## src/rtl/vga_frame_sequencer.sv

```systemverilog
// vga_frame_sequencer: steps through the 640x480 encrypted pass and then the
// 320x240 decrypted pass. It also shares the single frame-memory port between
// display fetches, which always win, and a valid/ready image writer.
//
// state    | meaning
// ---------+-------------------------------------------------------------
// IDLE     | waiting for start, memory port serves the writer only
// PASS640  | showing the 640x480 buffer, counting frames
// PASS320  | showing the 320x240 buffer, counting frames
// FINISHED | sequence complete, done held until the next start
module vga_frame_sequencer #(
    parameter int ADDR_W    = 19,
    parameter int DATA_W    = 24,
    parameter int BASE640   = 0,
    parameter int BASE320   = 307200,
    parameter int WORDS640  = 307200,
    parameter int WORDS320  = 76800,
    parameter int FRAMES640 = 1,
    parameter int FRAMES320 = 1
) (
    input  logic              clk,
    input  logic              rst,
    input  logic              start,
    input  logic              frame_end,
    input  logic              pix_req,
    input  logic [ADDR_W-1:0] pix_addr,
    output logic              pix_rvalid,
    output logic              pix_black,
    input  logic              wr_valid,
    output logic              wr_ready,
    input  logic [ADDR_W-1:0] wr_addr,
    input  logic [DATA_W-1:0] wr_data,
    output logic [ADDR_W-1:0] mem_addr,
    output logic              mem_we,
    output logic [DATA_W-1:0] mem_wdata,
    output logic              mode,
    output logic              busy,
    output logic              done640,
    output logic              done
);

    localparam logic [1:0] S_IDLE     = 2'd0;
    localparam logic [1:0] S_PASS640  = 2'd1;
    localparam logic [1:0] S_PASS320  = 2'd2;
    localparam logic [1:0] S_FINISHED = 2'd3;

    localparam int CNT_W = 16;
    localparam logic [CNT_W-1:0] LAST640 = CNT_W'(FRAMES640 - 1);
    localparam logic [CNT_W-1:0] LAST320 = CNT_W'(FRAMES320 - 1);

    localparam logic [ADDR_W-1:0] BASE640_A = ADDR_W'(BASE640);
    localparam logic [ADDR_W-1:0] BASE320_A = ADDR_W'(BASE320);
    localparam logic [ADDR_W:0]   WORDS640_A = (ADDR_W+1)'(WORDS640);
    localparam logic [ADDR_W:0]   WORDS320_A = (ADDR_W+1)'(WORDS320);

    logic [1:0]       state_q, state_d;
    logic [CNT_W-1:0] cnt_q, cnt_d;
    logic             done640_q, done640_d;
    logic             done_q, done_d;

    logic [ADDR_W-1:0] mem_addr_q;
    logic              mem_we_q;
    logic [DATA_W-1:0] mem_wdata_q;
    logic              rd_pend_q, black_pend_q;
    logic              pix_rvalid_q, pix_black_q;

    logic              fetch;
    logic              in_range;
    logic [ADDR_W-1:0] base_cur;
    logic [ADDR_W:0]   words_cur;

    assign busy     = (state_q == S_PASS640) || (state_q == S_PASS320);
    assign mode     = (state_q == S_PASS320) || (state_q == S_FINISHED);
    assign wr_ready = !(pix_req && busy);
    assign fetch    = pix_req && busy;

    // Base and size follow the pass currently shown; a terminating frame_end
    // does not affect a fetch issued in the same cycle.
    assign base_cur  = (state_q == S_PASS320) ? BASE320_A : BASE640_A;
    assign words_cur = (state_q == S_PASS320) ? WORDS320_A : WORDS640_A;
    assign in_range  = {1'b0, pix_addr} < words_cur;

    assign done640    = done640_q;
    assign done       = done_q;
    assign mem_addr   = mem_addr_q;
    assign mem_we     = mem_we_q;
    assign mem_wdata  = mem_wdata_q;
    assign pix_rvalid = pix_rvalid_q;
    assign pix_black  = pix_black_q;

    // Pass sequencing and frame counting.
    always_comb begin
        state_d   = state_q;
        cnt_d     = cnt_q;
        done640_d = done640_q;
        done_d    = done_q;
        case (state_q)
            S_IDLE: begin
                if (start) begin
                    state_d = S_PASS640;
                    cnt_d   = '0;
                end
            end
            S_PASS640: begin
                if (frame_end) begin
                    if (cnt_q == LAST640) begin
                        state_d   = S_PASS320;
                        cnt_d     = '0;
                        done640_d = 1'b1;
                    end else begin
                        cnt_d = cnt_q + 1'b1;
                    end
                end
            end
            S_PASS320: begin
                if (frame_end) begin
                    if (cnt_q == LAST320) begin
                        state_d = S_FINISHED;
                        cnt_d   = '0;
                        done_d  = 1'b1;
                    end else begin
                        cnt_d = cnt_q + 1'b1;
                    end
                end
            end
            default: begin
                if (start) begin
                    state_d   = S_PASS640;
                    cnt_d     = '0;
                    done640_d = 1'b0;
                    done_d    = 1'b0;
                end
            end
        endcase
    end

    // Sequencer state registers.
    always_ff @(posedge clk) begin
        if (rst) begin
            state_q   <= S_IDLE;
            cnt_q     <= '0;
            done640_q <= 1'b0;
            done_q    <= 1'b0;
        end else begin
            state_q   <= state_d;
            cnt_q     <= cnt_d;
            done640_q <= done640_d;
            done_q    <= done_d;
        end
    end

    // Memory port: display fetch first, then an accepted write; the address
    // holds when the port is idle or the fetch is out of range.
    always_ff @(posedge clk) begin
        if (rst) begin
            mem_addr_q  <= '0;
            mem_we_q    <= 1'b0;
            mem_wdata_q <= '0;
        end else begin
            mem_we_q <= 1'b0;
            if (fetch) begin
                if (in_range) begin
                    mem_addr_q <= base_cur + pix_addr;
                end
            end else if (wr_valid) begin
                mem_addr_q  <= wr_addr;
                mem_we_q    <= 1'b1;
                mem_wdata_q <= wr_data;
            end
        end
    end

    // Two-stage fetch tag pipeline so pix_rvalid lines up with RAM read data.
    always_ff @(posedge clk) begin
        if (rst) begin
            rd_pend_q    <= 1'b0;
            black_pend_q <= 1'b0;
            pix_rvalid_q <= 1'b0;
            pix_black_q  <= 1'b0;
        end else begin
            rd_pend_q    <= fetch;
            black_pend_q <= fetch && !in_range;
            pix_rvalid_q <= rd_pend_q;
            pix_black_q  <= black_pend_q;
        end
    end

endmodule

```

## config.mk

```make
export PLATFORM = sky130hd
export DESIGN_NAME = vga_frame_sequencer
export DESIGN_NICKNAME = d
export VERILOG_FILES = /design/src/rtl/vga_frame_sequencer.sv
export SDC_FILE = /design/constraint.sdc
export NUM_CORES = 1
export LEC_CHECK = 0
export ABC_AREA = 1
export BUFFER_PORTS_ARGS = -buffer_cell sky130_fd_sc_hd__buf_2
export CAP_MARGIN = 20
export CORE_MARGIN = 8
export CORE_UTILIZATION = 51
export DETAILED_ROUTE_END_ITERATION = 16
export PLACE_DENSITY = 0.81
export SYNTH_ARGS = -nofsm -noshare
export SYNTH_HDL_FRONTEND = slang
export SYNTH_SLANG_ARGS = --single-unit
```

## constraint.sdc

```tcl
create_clock -name clk -period 2.8 [get_ports clk]
set_clock_uncertainty 0.2 [all_clocks]
set_input_delay 0.56 -clock clk [delete_from_list [all_inputs] [get_ports clk]]
set_output_delay 0.56 -clock clk [all_outputs]
set_load 0.05 [all_outputs]
```

* Word-level counts from Yosys, hierarchy flattened
Cells that the tools add are included. W data, S select, Z words.
Word-level totals: flip-flop bits (word level) 68, input port bits 68, output and inout bits 51
Operators by class: $add $sub $neg 2, order comparisons 1, equal/unequal tests 9, mux-type cells 21, bitwise logic cells 3, reduce and logical (&&, ||, !) cells 23
Operators with widths (count):
- $mux W19 | 5
- $mux W16 | 4
- $add A19 B19 Y19 | 1
- $lt A19 B19 Y1 | 1
- $add A16 B1 Y16 const B | 1
- $logic_not A16 Y1 | 1
- $mux W2 | 5
- $ne A2 B1 Y1 const B | 4
- $reduce_and A4 Y1 | 2
- $reduce_bool A2 Y1 | 4
- $reduce_or A2 Y1 | 4
- $reduce_and A2 Y1 | 3
- $reduce_and A5 Y1 | 1
- $eq A2 B2 Y1 const B | 2
- $mux W1 | 4
- $ne A2 B2 Y1 const B | 2
- $pmux W1 S2 | 2
- $pmux W2 S2 | 1
- $not A1 Y1 | 3
- $reduce_bool A3 Y1 | 1
- $eq A2 B1 Y1 const B | 1
- $logic_and A1 B1 Y1 | 2
- $logic_not A1 Y1 | 2
- $logic_not A2 Y1 | 1
- $logic_or A1 B1 Y1 | 2

* Logic depth before layout (Yosys ltp)
Gate-level depths: netlist of run 1.
depth in word-level cells 5, mapped depth 17

* Worst setup path after synthesis of run 1
OpenSTA, ideal clock, no wires.
path type reg-to-output, from register state_q[0], to output port wr_ready, arrival time 1839 ps, path slack 201 ps, stages on the path, launching flop included 5, cells stage by stage dfxtp_1 -> inv_1 -> ha_1 -> nand2_1 -> clkbuf_1
On the way: cells in the longest elaborated chain, start to end 4
RTL lines:
- start, declared | RTL line 56 | logic [1:0] state_q, state_d;
- start signal, assigned | RTL line 145 | state_q <= state_d;
- $eq A2 B1 Y1 / $eq A2 B2 Y1 (equally long branches) | RTL line 72 | assign busy = (state_q == S_PASS640) || (state_q == S_PASS320);
- $logic_or A1 B1 Y1 (*) | RTL line 72
- named net busy | RTL line 37 | output logic busy,
- $logic_and A1 B1 Y1 (*) | RTL line 74 | assign wr_ready = !(pix_req && busy);
- $logic_not A1 Y1 (*) | RTL line 74
- end, declared | RTL line 30 | output logic wr_ready,
Mark *: on every way through the listed nets, which the timed path passes. The rest lies on a longest branch.

* Worst setup path in the final report of run 1
from register state_q[0], to register mem_addr_q[18], in the netlist mem_addr[18]
On the way: cells in the longest elaborated chain, start to end 5
RTL lines:
- $eq A2 B2 Y1 / $eq A2 B1 Y1 (equally long branches) | RTL line 72, 79, 80
- $mux W19 (tied with other cells) | RTL line 79 | assign base_cur = (state_q == S_PASS320) ? BASE320_A : BASE640_A;
- $add A19 B19 Y19 (tied with other cells) | RTL line 163 | mem_addr_q <= base_cur + pix_addr;
- $mux W19 (tied with other cells) | RTL line 162 | if (in_range) begin
- $mux W19 / $reduce_and A2 Y1 (equally long branches)
- end signal, assigned | RTL line 163
- end signal, assigned | RTL line 166 | mem_addr_q <= wr_addr;
- end, declared | RTL line 61 | logic [ADDR_W-1:0] mem_addr_q;
Several ways; a longest one is shown, not always the timed one. The select of a mux whose other input is x is not followed. A chain may end at the register's enable or synchronous reset.

==> results.yml, run 1 <==
synthesis:
  synth_simple_gate_area_share: 0.3824
  synthFlopType: "dfxtp_1"
  syn-cell-area_um2: 3550
  synth_most_common_cell: "nand2_1"
  synth_fa_ha_area_frac: 0.04230
  synth_top_area_frac: 0.3835
  synth-seq-cells: 68
  synth_compound_area_frac: 0.1068
  syn_nets: 622
  synth_xor_area_frac: 0.004582
  synth_top_family_by_area: "simple AND/OR/NAND/NOR gates"
  postSynthAreaPerCell_um2: 6.549
  yosys-top-cells-count: "nand2_1 (143), nor2_1 (115), dfxtp_1 (68), o21ai_0 (45), inv_1 (43)"
  synth_cell_types: 30
  yosysSeqAreaShare: 0.3835
  ys_warn_count: 0
  muxShareOfSynthArea: 0
  yosys-top-cells-area: "dfxtp_1 (38%), nand2_1 (15%), nor2_1 (12%)"
  synth-async-reset-ratio: 0
  synth_edf_count: 0
  synth_cells: 542
  yosysTopAreaCell: "dfxtp_1"
die:
  chipWidth_um: 99.43
  die-area_um2: 9885
  start_util: 0.5254
  row_count: 30
  core_area_um2: 6756
  io_pins: 119
  die_h_um: 99.43
sta:
  fmax_mhz: 384.1
  worstMarginPinSlew_ns: 0.4820
  hold_viol_final: 0
  relSlewSlack: 0.6783
  setup_ws_ns: 0.1966
  period_share: 0.9298
  finalCriticalPeriod_ns: 2.603
  setup_viol: 0
  slew_violations: 0
  holdWs_ns: 0.2090
worst_setup_path:
  cp.required_ns: 2.84
  setup.worst_path.start_class: "flop"
  critPathCaptureType: "flop"
  worstPathMaxFanout: 8
  critical_path_class: "reg2reg"
  crit_arrival_ns: 2.64
drt:
  vias: 3788
  dr.pass1.iters: 4
  drc_errors: 0
  ant_nets: 0
  viasPerCell: 5.057
  drt_iter0_drc: 157
  drt-total-wl_um: 9540
  post_drt_wl_per_cell_um: 12.74
min_path:
  min_path_type: "reg2reg"
pwr:
  power_density_nw_per_um2: 989.4
  peakVddDrop_mv: 0.7274
  power_mw: 4.438
  leakagePower_nw: 2.282
placement:
  dp_hpwl_um: 7252
  pre_cts_slack_ns: 0.1415
  gp_congestion: 0.8486
  numPortBuffers: 118
clock_tree:
  postCtsHoldBufs: 0
  cts-root-buf: "clkbuf_8"
  cts_sinks: 68
  insertion_delay_ns: 0.34
  htree_levels: 3
  cts_tree: "built"
  numCtsBuffers: 9
  cts.clk_slew.worst_paths_ns: 0.08
  cts_buffer_depth: 2
layout:
  syn2layout_area_growth_pct: 26.37
  nNetsFinal: 744
  drive_above_1_share: 0.2392
  insertedDiodeCount: 0
global_route:
  grt_util_all_layers: 0.1894
  use_met1: 0.2245
  overflow: 0
  grt_pass1_vias: 3508
  grt_antenna_before_repair: 0
  gr-usage-met3: 0.06285
  grt_max_degree: 27
  globalRouteMet2Util: 0.3182
  grt_pass1_wl_um: 15580
  busiest_layer: "met2"
outcome:
  status: "finished, final reports clean"
flow_run:
  drv_cap: 0
## where the power goes
part           leakage [nW]  switching, mW  internal, mW
combinational          1.60           1.58         0.626
clock                 0.124          0.382         0.581
sequential            0.560          0.105          1.16
total                  2.28           2.07          2.37
## critical path, cell delays in order (launching register included)
cell and delay, ns:
dfxtp_1 0.41, inv_1 0.11, ha_1 0.28, inv_2 0.12, ha_1 0.25, nand3_1 0.09, nand2_1 0.05, a21boi_0 0.30
nand3_2 0.25, buf_4 0.22, nand2_1 0.05, o21ai_0 0.07, inv_1 0.06, nor2_1 0.03
## path summary, 6_finish.rpt
kind              cells after the start  slack [ns]           end        from
setup reg to reg                     13        0.20  mem_addr[18]  state_q[0]
hold / removal                        2        0.21    pix_rvalid   rd_pend_q
hold reg to reg                       2        0.21    pix_rvalid   rd_pend_q
setup / recovery                     13        0.20  mem_addr[18]  state_q[0]
## cell type report
type / instances / area (um2)
Tap cell: 80 / 100.1
Clock buffer: 12 / 165.2
Timing Repair Buffer: 133 / 703.2
Inverter: 46 / 175.2
Fill cell: 631 / 2271
Multi-Input combinational cell: 406 / 1903
Clock inverter: 4 / 77.57
Sequential cell: 68 / 1361
## cells by family after synthesis
family / Yosys count
adders and majority gates: 12
buffers and inverters: 68
xor gates and xnor gates: 1
DFF: 68
AOI/OAI and AO/OA: 73
and+or+nand+nor: 320
## placed cells by master (no fill, tap or decap), types with 2 or more instances in the layout
master     instances
dfxtp_1           68
or2_2              3
o21ai_0           45
nand3_1           23
buf_2            118
nand4_1            6
nor2_1           115
bufinv_16          2
inv_1             43
nor3_1             3
a21boi_0           2
a21oi_1           23
ha_1              12
nand3b_1          21
clkbuf_8          12
buf_4             15
nand2_2            2
inv_6              2
nand2_1          143
## registers in the layout, indices dropped and copies added, names as in the netlist
register      count
black_pend_q      1
cnt_q            16
done              1
done640           1
mem_addr         19
mem_wdata        24
mem_we            1
pix_black         1
pix_rvalid        1
rd_pend_q         1
state_q           2
## routing by layer
metal	vias up	share of wire
met5	-	0
met2	128	0.46
met4	0	0.0049
li1	1956	-
met3	4	0.079
met1	1700	0.46
## metrics by stage
stage               std cells    util  area, um2  setup TNS, ns
floorplan                 542       -       3550              0
global placement          729  0.6235       4213              0
detailed placement        729  0.6235       4213              0
CTS                       745  0.6594       4456              0
global route              749  0.6639       4486       -0.04580
finish                    749  0.6639       4486              0
## repair_timing
item                                   in CTS  in global routing
endpoints found under the hold margin       0                  0
setup endpoints to repair                   0                 17
resized for setup                           0                  0
setup buffers                               0                  4
Note: power is estimated with default switching activity, not from simulation.
==> inputs of run 2 (changes only) <==
CORE_UTILIZATION = 55   (was 51)
PLACE_DENSITY = 0.86   (was 0.81)
clock period = 3.3 ns   (was 2.8 ns; I/O delays follow)
==> results.yml, run 2 (same netlist as run 1, synthesis figures left out) <==
clock_tree:
  cts_resized: 0
  insertion_delay_ns: 0.33
  htree_levels: 3
  cts_tree: "built"
  postCtsHoldBufs: 0
  cts_buffer_depth: 2
  numCtsBuffers: 9
  post_cts.repair.setup_buffers: 0
  cts_sinks: 68
  cts-root-buf: "clkbuf_8"
  cts.clk_slew.worst_paths_ns: 0.08
worst_setup_path:
  worstPathMaxFanout: 14
  setup.worst_path.start_class: "flop"
  critical_path_class: "reg2out"
  critPathCaptureType: "primary output"
  crit_arrival_ns: 2.10
  cp.required_ns: 2.44
die:
  row_count: 29
  die-area_um2: 9280
  chipWidth_um: 96.34
  core_area_um2: 6314
  start_util: 0.5622
  die_h_um: 96.34
  io_pins: 119
layout:
  insertedDiodeCount: 0
  largest_register_ffs: 24
  stdcell_area_um2: 4370
  seqCellArea_um2: 1361
  layout_commonest_cell: "nand2_1"
  nNetsFinal: 735
  syn2layout_area_growth_pct: 23.12
  final_cell_mix: "nand2_1 (143), buf_2 (118), nor2_1 (115)"
  stdcell_count: 737
  n_fill_cell: 543
  drive_above_1_share: 0.2288
  multi_input_area_um2: 1903
sta:
  slew_violations: 0
  timing.setup.tns_ns: 0
  finalCriticalPeriod_ns: 2.958
  hold_viol_final: 0
  worstMarginPinSlew_ns: 0.7379
  grt_setup_unrepaired: "no"
  period_share: 0.8964
  fmax_mhz: 338.1
  setup_viol: 0
  setup_ws_ns: 0.3420
  relSlewSlack: 0.5075
pwr:
  peakVddDrop_mv: 0.5881
  power_mw: 3.574
  leakagePower_nw: 2.209
  power_density_nw_per_um2: 817.7
drt:
  vias: 3729
  dr.pass1.iters: 4
  post_drt_wl_per_cell_um: 12.59
  drt_iter0_drc: 217
  drc_errors: 0
  viasPerCell: 5.060
  drt-total-wl_um: 9276
  ant_nets: 0
min_path:
  min_path_type: "reg2reg"
outcome:
  status: "finished, final reports clean"
placement:
  numPortBuffers: 118
  placed_cell_area_um2: 4172
  pre_cts_slack_ns: 0.4384
  dp_hpwl_um: 7049
  gp_congestion: 0.8815
  dp_cells: 721
global_route:
  overflow: 0
  grt_util_all_layers: 0.1985
  grt_pass1_vias: 3466
  grt_max_degree: 28
  grt_antenna_before_repair: 0
  grt_pass1_wl_um: 15060
flow_run:
  drv_cap: 0
==> run 2: cell types whose count changed in the layout (fill, tap and decap cells not counted), sizes merged <==
| cell | change |
|---|---|
| clkbuf | -3 |
| inv | -1 |
| buf | -9 |
| clkinv | +2 |
| clkinvlp | +3 |
| bufinv | -1 |
==> run 2: final timing paths <==
kind / cells after the start / start / slack, ns / endpoint
worst max-delay path: 5 / state_q[0] / 0.34 / wr_ready
worst min-delay path: 2 / rd_pend_q / 0.21 / pix_rvalid
worst max register to register: 12 / state_q[0] / 0.41 / mem_addr[11]
worst min register to register: 2 / rd_pend_q / 0.21 / pix_rvalid
==> run 2: report_power, final <==
part           switching [mW]  internal (mW)  leakage (nW)
clock                   0.333          0.351        0.0918
combinational            1.33          0.491          1.56
sequential             0.0837          0.987         0.560
total                    1.74           1.83          2.21
==> run 2: area by class of cell <==
class	instances	area share
clock buffer	9	0.02834
clock inverter	7	0.01718
inverter	46	0.04008
multi-input combinational	406	0.4354
sequential	68	0.3115
tap	77	0.02204
timing repair buffer	124	0.1454
==> run 2: layer usage <==
metal	vias to the layer above	track usage	share of wire
met4	0	0.04161	0.0052
met3	8	0.04836	0.094
met1	1646	0.2498	0.44
li1	1938	-	-
met2	137	0.3360	0.46
met5	-	0	0
==> run 2: stage by stage <==
stage	utilization	hold slack [ns]
after floorplan	-	0.1883
after global placement	0.6607	0.1959
after detailed placement	0.6607	0.2022
after CTS	0.6922	0.2182
after global routing	0.6922	0.2437
final	0.6922	0.2128
==> run 2: worst max-delay path: stages, from the launching register on <==
cell and delay (ns):
dfxtp_1 0.40, inv_1 0.11, ha_1 0.39, nand2_1 0.31, buf_4 0.26, buf_2 0.29
